### src/rtl/grid_collision_scanner.sv
// grid_collision_scanner
//
// Collision and food-placement unit for the snake playfield.
//
// Check path: a proposed head cell (chk_x, chk_y) sampled with chk_valid gives a
// registered verdict one cycle later (res_valid pulse with hit_wall / hit_body /
// hit_food). Food hits are counted in a saturating counter.
//
// Spawn path: on spawn_req the occupancy bitmap is snapshotted and scanned one
// cell per clock, starting at the linear index 'seed' and wrapping, for the first
// cell that is neither occupied nor the current food cell.
//
// Ports:
//   clk, rst_n          clock (rising edge), asynchronous active-low reset
//   grid_flat           occupancy bitmap, cell (x,y) at bit y*GRID_W + (GRID_W-1-x)
//   chk_valid/x/y       check request and proposed head cell
//   food_x/y            current food cell, read live by both paths
//   res_valid           one-cycle pulse qualifying hit_wall/hit_body/hit_food
//   eaten_count         saturating count of food hits
//   spawn_req, seed     start a free-cell search at linear index seed
//   spawn_busy          search in progress
//   spawn_done          one-cycle pulse, qualifies spawn_full/spawn_x/spawn_y
module grid_collision_scanner #(
    parameter int unsigned GRID_W = 8,
    parameter int unsigned GRID_H = 8,
    parameter int unsigned XW     = 3,
    parameter int unsigned YW     = 3,
    parameter int unsigned CNT_W  = 8
) (
    input  logic                     clk,
    input  logic                     rst_n,
    input  logic [GRID_W*GRID_H-1:0] grid_flat,
    input  logic                     chk_valid,
    input  logic [XW-1:0]            chk_x,
    input  logic [YW-1:0]            chk_y,
    input  logic [XW-1:0]            food_x,
    input  logic [YW-1:0]            food_y,
    output logic                     res_valid,
    output logic                     hit_wall,
    output logic                     hit_body,
    output logic                     hit_food,
    output logic [CNT_W-1:0]         eaten_count,
    input  logic                     spawn_req,
    input  logic [XW+YW-1:0]         seed,
    output logic                     spawn_busy,
    output logic                     spawn_done,
    output logic                     spawn_full,
    output logic [XW-1:0]            spawn_x,
    output logic [YW-1:0]            spawn_y
);

    localparam int unsigned N  = GRID_W * GRID_H;
    localparam int unsigned IW = XW + YW;
    // Visit counter must reach N itself, hence the extra headroom.
    localparam int unsigned VW = $clog2(N + 1);

    localparam logic [XW:0]      GRID_W_X = GRID_W[XW:0];
    localparam logic [YW:0]      GRID_H_Y = GRID_H[YW:0];
    localparam logic [IW:0]      N_EXT    = N[IW:0];
    localparam logic [XW-1:0]    LAST_X   = XW'(GRID_W - 1);
    localparam logic [YW-1:0]    LAST_Y   = YW'(GRID_H - 1);
    localparam logic [VW-1:0]    N_VISIT  = VW'(N);
    localparam logic [N-1:0]     CELL_LSB = N'(1);
    localparam logic [CNT_W-1:0] CNT_MAX  = '1;

    // ------------------------------------------------------------------
    // Check path
    // ------------------------------------------------------------------
    logic          chk_in_range;
    logic          chk_is_food;
    logic          chk_occ;
    logic [IW-1:0] chk_bit;

    always_comb begin
        chk_in_range = ({1'b0, chk_x} < GRID_W_X) && ({1'b0, chk_y} < GRID_H_Y);
        chk_is_food  = chk_in_range && (chk_x == food_x) && (chk_y == food_y);
        // Row-major with x=0 at the MSB of its row; only meaningful when in range.
        chk_bit      = IW'(chk_y) * IW'(GRID_W) + IW'(GRID_W - 1) - IW'(chk_x);
        chk_occ      = |(grid_flat & (CELL_LSB << chk_bit));
    end

    always_ff @(posedge clk or negedge rst_n) begin
        if (!rst_n) begin
            res_valid   <= 1'b0;
            hit_wall    <= 1'b0;
            hit_body    <= 1'b0;
            hit_food    <= 1'b0;
            eaten_count <= '0;
        end else begin
            res_valid <= chk_valid;
            // Flags are only refreshed by a request and otherwise hold.
            if (chk_valid) begin
                hit_wall <= !chk_in_range;
                hit_food <= chk_is_food;
                hit_body <= chk_in_range && chk_occ && !chk_is_food;
            end
            // Counts the verdict currently being presented.
            if (res_valid && hit_food && (eaten_count != CNT_MAX)) begin
                eaten_count <= eaten_count + CNT_W'(1);
            end
        end
    end

    // ------------------------------------------------------------------
    // Spawn path
    // ------------------------------------------------------------------
    typedef enum logic [1:0] {StIdle, StScan, StDone} state_e;

    state_e        state_q;
    logic [N-1:0]  snap_q;
    logic [IW-1:0] idx_q;
    logic [XW-1:0] x_q;
    logic [YW-1:0] y_q;
    logic [VW-1:0] visit_q;

    logic [IW-1:0] seed_idx;
    logic [XW-1:0] seed_x;
    logic [YW-1:0] seed_y;
    int unsigned   seed_u;

    // Split the seed into x/y with one constant comparison per row, no divider.
    always_comb begin
        seed_idx = '0;
        seed_x   = '0;
        seed_y   = '0;
        seed_u   = 32'(seed);
        if ({1'b0, seed} < N_EXT) begin
            seed_idx = seed;
            for (int unsigned r = 0; r < GRID_H; r++) begin
                if (seed_u >= r * GRID_W) begin
                    seed_y = YW'(r);
                    seed_x = XW'(seed_u - r * GRID_W);
                end
            end
        end
    end

    logic [IW-1:0] scan_bit;
    logic          scan_occ;
    logic          scan_is_food;

    always_comb begin
        // idx = y*W + x, so the bitmap position y*W + (W-1-x) is idx + W-1 - 2x.
        scan_bit     = idx_q + IW'(GRID_W - 1) - (IW'(x_q) << 1);
        scan_occ     = |(snap_q & (CELL_LSB << scan_bit));
        scan_is_food = (x_q == food_x) && (y_q == food_y);
    end

    always_ff @(posedge clk or negedge rst_n) begin
        if (!rst_n) begin
            state_q    <= StIdle;
            snap_q     <= '0;
            idx_q      <= '0;
            x_q        <= '0;
            y_q        <= '0;
            visit_q    <= '0;
            spawn_busy <= 1'b0;
            spawn_done <= 1'b0;
            spawn_full <= 1'b0;
            spawn_x    <= '0;
            spawn_y    <= '0;
        end else begin
            spawn_done <= 1'b0;
            unique case (state_q)
                StIdle: begin
                    if (spawn_req) begin
                        snap_q     <= grid_flat;
                        idx_q      <= seed_idx;
                        x_q        <= seed_x;
                        y_q        <= seed_y;
                        visit_q    <= '0;
                        spawn_busy <= 1'b1;
                        state_q    <= StScan;
                    end
                end
                StScan: begin
                    if (visit_q == N_VISIT) begin
                        // Every cell visited without a hit; spawn_x/y keep old values.
                        spawn_full <= 1'b1;
                        state_q    <= StDone;
                    end else if (!scan_occ && !scan_is_food) begin
                        spawn_x    <= x_q;
                        spawn_y    <= y_q;
                        spawn_full <= 1'b0;
                        state_q    <= StDone;
                    end else begin
                        visit_q <= visit_q + VW'(1);
                        if (x_q == LAST_X) begin
                            x_q <= '0;
                            if (y_q == LAST_Y) begin
                                y_q   <= '0;
                                idx_q <= '0;
                            end else begin
                                y_q   <= y_q + YW'(1);
                                idx_q <= idx_q + IW'(1);
                            end
                        end else begin
                            x_q   <= x_q + XW'(1);
                            idx_q <= idx_q + IW'(1);
                        end
                    end
                end
                StDone: begin
                    spawn_done <= 1'b1;
                    spawn_busy <= 1'b0;
                    state_q    <= StIdle;
                end
                default: state_q <= StIdle;
            endcase
        end
    end

endmodule

### config.mk
export PLATFORM = sky130hd
export DESIGN_NAME = grid_collision_scanner
export DESIGN_NICKNAME = d
export VERILOG_FILES = /design/src/rtl/grid_collision_scanner.sv
export SDC_FILE = /design/constraint.sdc
export NUM_CORES = 1
export LEC_CHECK = 0
export BUFFER_PORTS_ARGS = -buffer_cell sky130_fd_sc_hd__clkbuf_2
export CORE_MARGIN = 5
export CORE_UTILIZATION = 33
export DETAILED_ROUTE_END_ITERATION = 10
export GPL_TIMING_DRIVEN = 0
export RECOVER_POWER = 100
export SKIP_CTS_REPAIR_TIMING = 1
export SLEW_MARGIN = 5
export SYNTH_ARGS = -nofsm -noshare
export SYNTH_HDL_FRONTEND = slang
export SYNTH_SLANG_ARGS = --single-unit
### constraint.sdc
create_clock -name clk -period 10.4 [get_ports clk]
set_input_delay 1.04 -clock clk [delete_from_list [all_inputs] [get_ports clk]]
set_output_delay 1.04 -clock clk [all_outputs]
set_load 0.01 [all_outputs]
==> results of run 1 <==
==> power by group through the flow <==
stage	Clock, mW	Combinational (mW)	Sequential [mW]
after CTS	0.362	1.74	0.720
after floorplan	0	1.31	0.687
after detailed placement	0	1.73	0.727
after global placement	0	1.72	0.723
final	0.354	1.67	0.720
after global routing	0.379	1.83	0.741
==> layout make-up <==
| type | count | area [µm²] |
|---|---|---|
| buffer | 39 | 178 |
| clock buffer | 12 | 256 |
| clock inverter | 4 | 48.8 |
| tap | 234 | 293 |
| multi-input combinational | 437 | 3280 |
| sequential | 105 | 2630 |
| fill | 1888 | 11400 |
| inverter | 20 | 75.1 |
| timing repair buffer | 103 | 485 |
==> cells in the mapped netlist, types with 7 or more instances <==
| library cell | instances | area share [%] |
|---|---|---|
| mux2_2 | 75 | 14 |
| nand3_1 | 21 | 1.7 |
| ha_1 | 14 | 2.8 |
| mux2i_1 | 14 | 2.3 |
| nand4_1 | 8 | 0.81 |
| nor3_1 | 12 | 0.97 |
| a21oi_1 | 28 | 2.3 |
| buf_2 | 7 | 0.56 |
| clkbuf_1 | 23 | 1.4 |
| and3_1 | 9 | 0.91 |
| dfrtp_1 | 105 | 42 |
| o21ai_0 | 36 | 2.9 |
| nor2b_1 | 12 | 1.2 |
| a31oi_1 | 10 | 1.0 |
| nand2_1 | 43 | 2.6 |
| xnor2_1 | 11 | 1.6 |
| a221oi_1 | 7 | 0.99 |
| xor2_1 | 11 | 1.6 |
| inv_1 | 20 | 1.2 |
| nor2_1 | 28 | 1.7 |
==> worst max-delay path by stage <==
| stage | startpoint | end | slack (ns) |
|---|---|---|---|
| floorplan | x_q[0] | spawn_x[0] | 6.58 |
| global placement | x_q[0] | spawn_x[0] | 5.75 |
| detailed placement | x_q[0] | spawn_y[1] | 5.75 |
| CTS | x_q[0] | spawn_x[2] | 5.71 |
| global route | rst_n | snap_q[60] | 3.86 |
| finish | rst_n | snap_q[4] | 4.97 |
==> registers in the layout, summed over array words and instances, names as in the netlist, 2 cells and up <==
name,count
snap_q,64
eaten_count,8
visit_q,7
idx_q,6
spawn_x,3
spawn_y,3
x_q,3
y_q,3
state_q,2
==> metal layers <==
layer  GRT usage, %  vias up  wire, µm
met5              0        -         0
met4           4.57        0       373
met3           3.86       31      1330
met2           27.2      212      8550
met1           24.7     2544      8740
li1               -     2436         -
==> logic make-up after synthesis <==
kind of cell	synth area share, %
fa+ha+maj	3.14
buf+inv	4.31
compound gates	14.3
other cells	0.0604
simple gates	14.0
flops	42.3
xor+xnor	3.37
mux	18.4
==> results_dict.tcl, run 1 <==
set metrics [dict create \
    grt_max_degree 55 \
    wire_per_inst_um 19.9 \
    syn_to_final_growth_pct 16.7 \
    swShare_pct 45.9 \
    hold_path_end "spawn_full" \
    clk_transition_reported_paths_ns 0.07 \
    hold_path_class "reg -> reg" \
    port-buffer-count 102 \
    ys_types 72 \
    dp_cells 938 \
    ant_nets 0 \
    critPathRequiredTime_ns 10.21 \
    postSynthAreaPerCell_um2 10.3 \
    grt-ovfl-total 0 \
    power_mw 2.74 \
    async_reset_ff_share_pct 100 \
    setup_viol_count_final 0 \
    tns_ns 0 \
    dr.pass1.iters 5 \
    diodes 0 \
    rows 50 \
    tightest_slew_ns 2.99 \
    start_util_pct 33.3 \
    htree_levels 3 \
    timing.final.ws_setup_ns 4.97 \
    core_um2 18600 \
    cp_cell_sequence "clkbuf_1, clkbuf_1" \
    start_kind "primary input" \
    slowest_stage "clkbuf_1" \
    syn_area_um2 6210 \
    final_core_util_pct 38.9 \
    ys_ff_latch 105 \
    clkLatencyLatePin_ns 0.36 \
    grt_pass1_vias 5254 \
    fp.dieW_um 147 \
    fin_cells 954 \
    p_leak_nw 3.18 \
    num-nets-final 816 \
    final_area_um2 7250 \
    holdPathStages 1 \
    place_congestion 0.888 \
    synth_nets 702 \
    synth-main-ff-cell "dfrtp_1" \
    path_buf_inv 2 \
    cts_tree "done" \
    rsz0062_at_grt "false" \
    arrival_ns 5.24 \
    cpLargestDelayFamily "buffers and inverters" \
    max_cap_violations 2 \
    r2r_cells 16 \
    syn_inst 601 \
    fin_crit_ns 5.43 \
    cpPeakStageDelay_ns 2.23 \
    r2r_slack_ns 5.17 \
    ys_warn_count 0 \
    cp_max_fo 54 \
    path_common_cell "clkbuf_1" \
    combPwrFrac_pct 60.8 \
    wirelength_um 19000 \
    vias 5223 \
    drv_slew 108 \
    root_buffer "clkbuf_16" \
    die_h_um 147 \
    irDropWorstVdd_mv 0.169 \
    dpl_cell_area_um2 7050 \
    hold_viol 0 \
    finalClockSkew_ns 0.0112 \
    power_density_nw_per_um2 378 \
    dieArea_um2 21700 \
    intPower_mw 1.48 \
    clockBufferDepth 2 \
    final_common_cell "dfrtp_1" \
    path_depth 2 \
    pwr-share-seq_pct 26.3 \
    dpl.hpwl_um 14800 \
    drive_gt1_share_pct 26.4 \
    cts.sinks 105 \
    maxSlewHeadroom_pct -99.3 \
    status "finished with violations" \
    synth-edff-count 0 \
    ioPinCount 107 \
    p_clk_share_pct 12.9 \
    hold_start "spawn_full" \
    post-route-drc-count 0 \
    cts_buffers 9 \
    via_per_inst 5.47 \
    seq_area_frac_synth_pct 42.3 \
    critical_path_class "in -> async" \
    end_kind "async pin" \
    antenna_found_initial 0 \
    whs_ns 0.488 \
    grt_pass1_wl_um 29800 \
    final_cell_mix "105 x dfrtp_1, 79 x clkbuf_2, 75 x mux2_2" \
    pre_cts_ws_ns 5.75 \
    clock.fmax_mhz 184 \
    r2r_end "spawn_x[2]" \
    p_switching_mw 1.26 \
    r2r-start "x_q[0]" \
    drt_iter0_drc 421 \
    post-route-period-util_pct 52.2 \
    violations "capacitance limit, slew limit" \
    grt_usage_pct 17.5 \
]
(Power assumes the default switching activity.)
==> run 2: changes to the inputs <==
clock period = 4.6 ns   (was 10.4 ns; I/O delays follow)
==> results_dict.tcl, run 2 (synthesized netlist as in run 1, its figures left out) <==
set metrics [dict create \
    dp_cells 938 \
    wire_per_inst_um 19.9 \
    max_cap_violations 1 \
    pwr-share-seq_pct 25.5 \
    clock.fmax_mhz 232 \
    r2r_cells 16 \
    fin_cells 954 \
    cts_buffers 9 \
    clkLatencyLatePin_ns 0.36 \
    dr.pass1.iters 5 \
    irDropWorstVdd_mv 0.386 \
    final_area_um2 7300 \
    critPathRequiredTime_ns 4.83 \
    maxSlewHeadroom_pct -83.2 \
    intPower_mw 3.51 \
    num-nets-final 816 \
    grt_pass1_wl_um 29800 \
    wirelength_um 19000 \
    grt_max_degree 55 \
    hold_path_class "in -> reg" \
    swShare_pct 45.1 \
    hold_viol 0 \
    largest_reg_flops 64 \
    cp_max_fo 10 \
    fp.dieW_um 147 \
    r2r_slack_ns 0.29 \
    pre_cts_ws_ns -0.0467 \
    rows 50 \
    tightest_slew_ns 2.75 \
    syn_to_final_growth_pct 17.7 \
    ant_nets 0 \
    end_kind "flop" \
    ioPinCount 107 \
    die_h_um 147 \
    status "finished with violations" \
    violations "capacitance limit, slew limit" \
    final_common_cell "dfrtp_1" \
    start_kind "flop" \
    cpPeakStageDelay_ns 0.63 \
    largest-register "snap_q" \
    vias 5249 \
    p_leak_nw 3.21 \
    drive_gt1_share_pct 28.9 \
    dpl.hpwl_um 14800 \
    p_switching_mw 2.88 \
    timing.final.ws_setup_ns 0.294 \
    drt_iter0_drc 370 \
    core_um2 18600 \
    clk_transition_reported_paths_ns 0.07 \
    post-route-drc-count 0 \
    rsz0062_at_grt "false" \
    finalClockSkew_ns 0.0123 \
    holdPathStages 1 \
    via_per_inst 5.50 \
    clockBufferDepth 2 \
    grt-ovfl-total 0 \
    antenna_found_initial 0 \
    p_clk_share_pct 12.5 \
    drv_slew 53 \
    cts_tree "done" \
    cpLargestDelayFamily "compound AO/OA/AOI/OAI gates" \
    grt_pass1_vias 5254 \
    arrival_ns 4.54 \
    setup_viol_count_final 0 \
    path_depth 16 \
    htree_levels 3 \
    cp_cell_sequence "inv_1, ha_1, and2_0, clkbuf_2, inv_1, fa_2, clkbuf_4, o21ai_0, a211oi_1, o221ai_2, a2111oi_4, nand2_2, nand2_2, and3_4, buf_6, mux2_4" \
    fin_crit_ns 4.31 \
    place_congestion 0.888 \
    start_util_pct 33.3 \
    final_core_util_pct 39.2 \
    cts.sinks 105 \
    critical_path_class "reg -> reg" \
    diodes 0 \
    dieArea_um2 21700 \
    top_regs "snap_q (64), eaten_count (8), visit_q (7)" \
    grt_usage_pct 17.5 \
    path_buf_inv 5 \
    combPwrFrac_pct 62.0 \
    power_density_nw_per_um2 875 \
    root_buffer "clkbuf_16" \
    slowest_stage "fa_2" \
    dpl_cell_area_um2 7050 \
    post-route-period-util_pct 93.6 \
    final_cell_mix "104 x dfrtp_1, 84 x clkbuf_2, 75 x mux2_2" \
    port-buffer-count 102 \
]
[run 2: cell count changes in the layout (fill, tap and decap cells not counted), sizes merged]
cell | previous run | this run
buf | 11 | 12
clkbuf | 143 | 142
[run 2: power by group through the flow]
stage / Clock (mW) / Combinational, mW / Sequential [mW]
after CTS: 0.819 / 3.92 / 1.63
after global placement: 0 / 3.88 / 1.63
after global routing: 0.857 / 4.34 / 1.68
final: 0.799 / 3.96 / 1.63
after detailed placement: 0 / 3.90 / 1.64
after floorplan: 0 / 2.95 / 1.55
[run 2: worst reg2reg max path, delay by kind of cell (launching register included)]
family	cells	cell delay, ns
mux	1	0.30
flops	1	0.42
fa+ha+maj	2	0.99
simple gates	4	0.64
buf+inv	5	0.73
compound gates	4	1.09
[run 2: worst paths after layout]
kind | startpoint | end
max in group asynchronous | rst_n | snap_q[4]
worst max-delay path | x_q[0] | spawn_x[1]
worst max register to register | x_q[0] | spawn_x[1]
worst min-delay path | chk_valid | res_valid
min in group asynchronous | rst_n | visit_q[4]
worst min register to register | spawn_full | spawn_full
[run 2: metal layers]
layer	up-vias	share of wire (%)	track usage [%]
met5	-	0	0
met4	0	1.9	4.57
met3	30	6.8	3.86
met2	220	45	27.2
met1	2565	46	24.7
li1	2434	-	-
[run 2: layout make-up]
type,instances,area [µm²]
multi-input cells,437,3320
plain buffers,39,198
clock inverters,4,48.8
inverters,20,75.1
flip-flops and latches,105,2630
fillers,1882,11300
well taps,234,293
repair buffers,103,487
clock buffers,12,256
[run 2: through the flow]
stage	hold WS [ns]	total power, mW	TNS [ns]
after floorplan	0.164	4.50	0
after global placement	0.466	5.52	-0.269
after detailed placement	0.445	5.55	-0.272
after CTS	0.0606	6.37	-0.534
after global routing	0.275	6.87	0
final	0.294	6.39	0
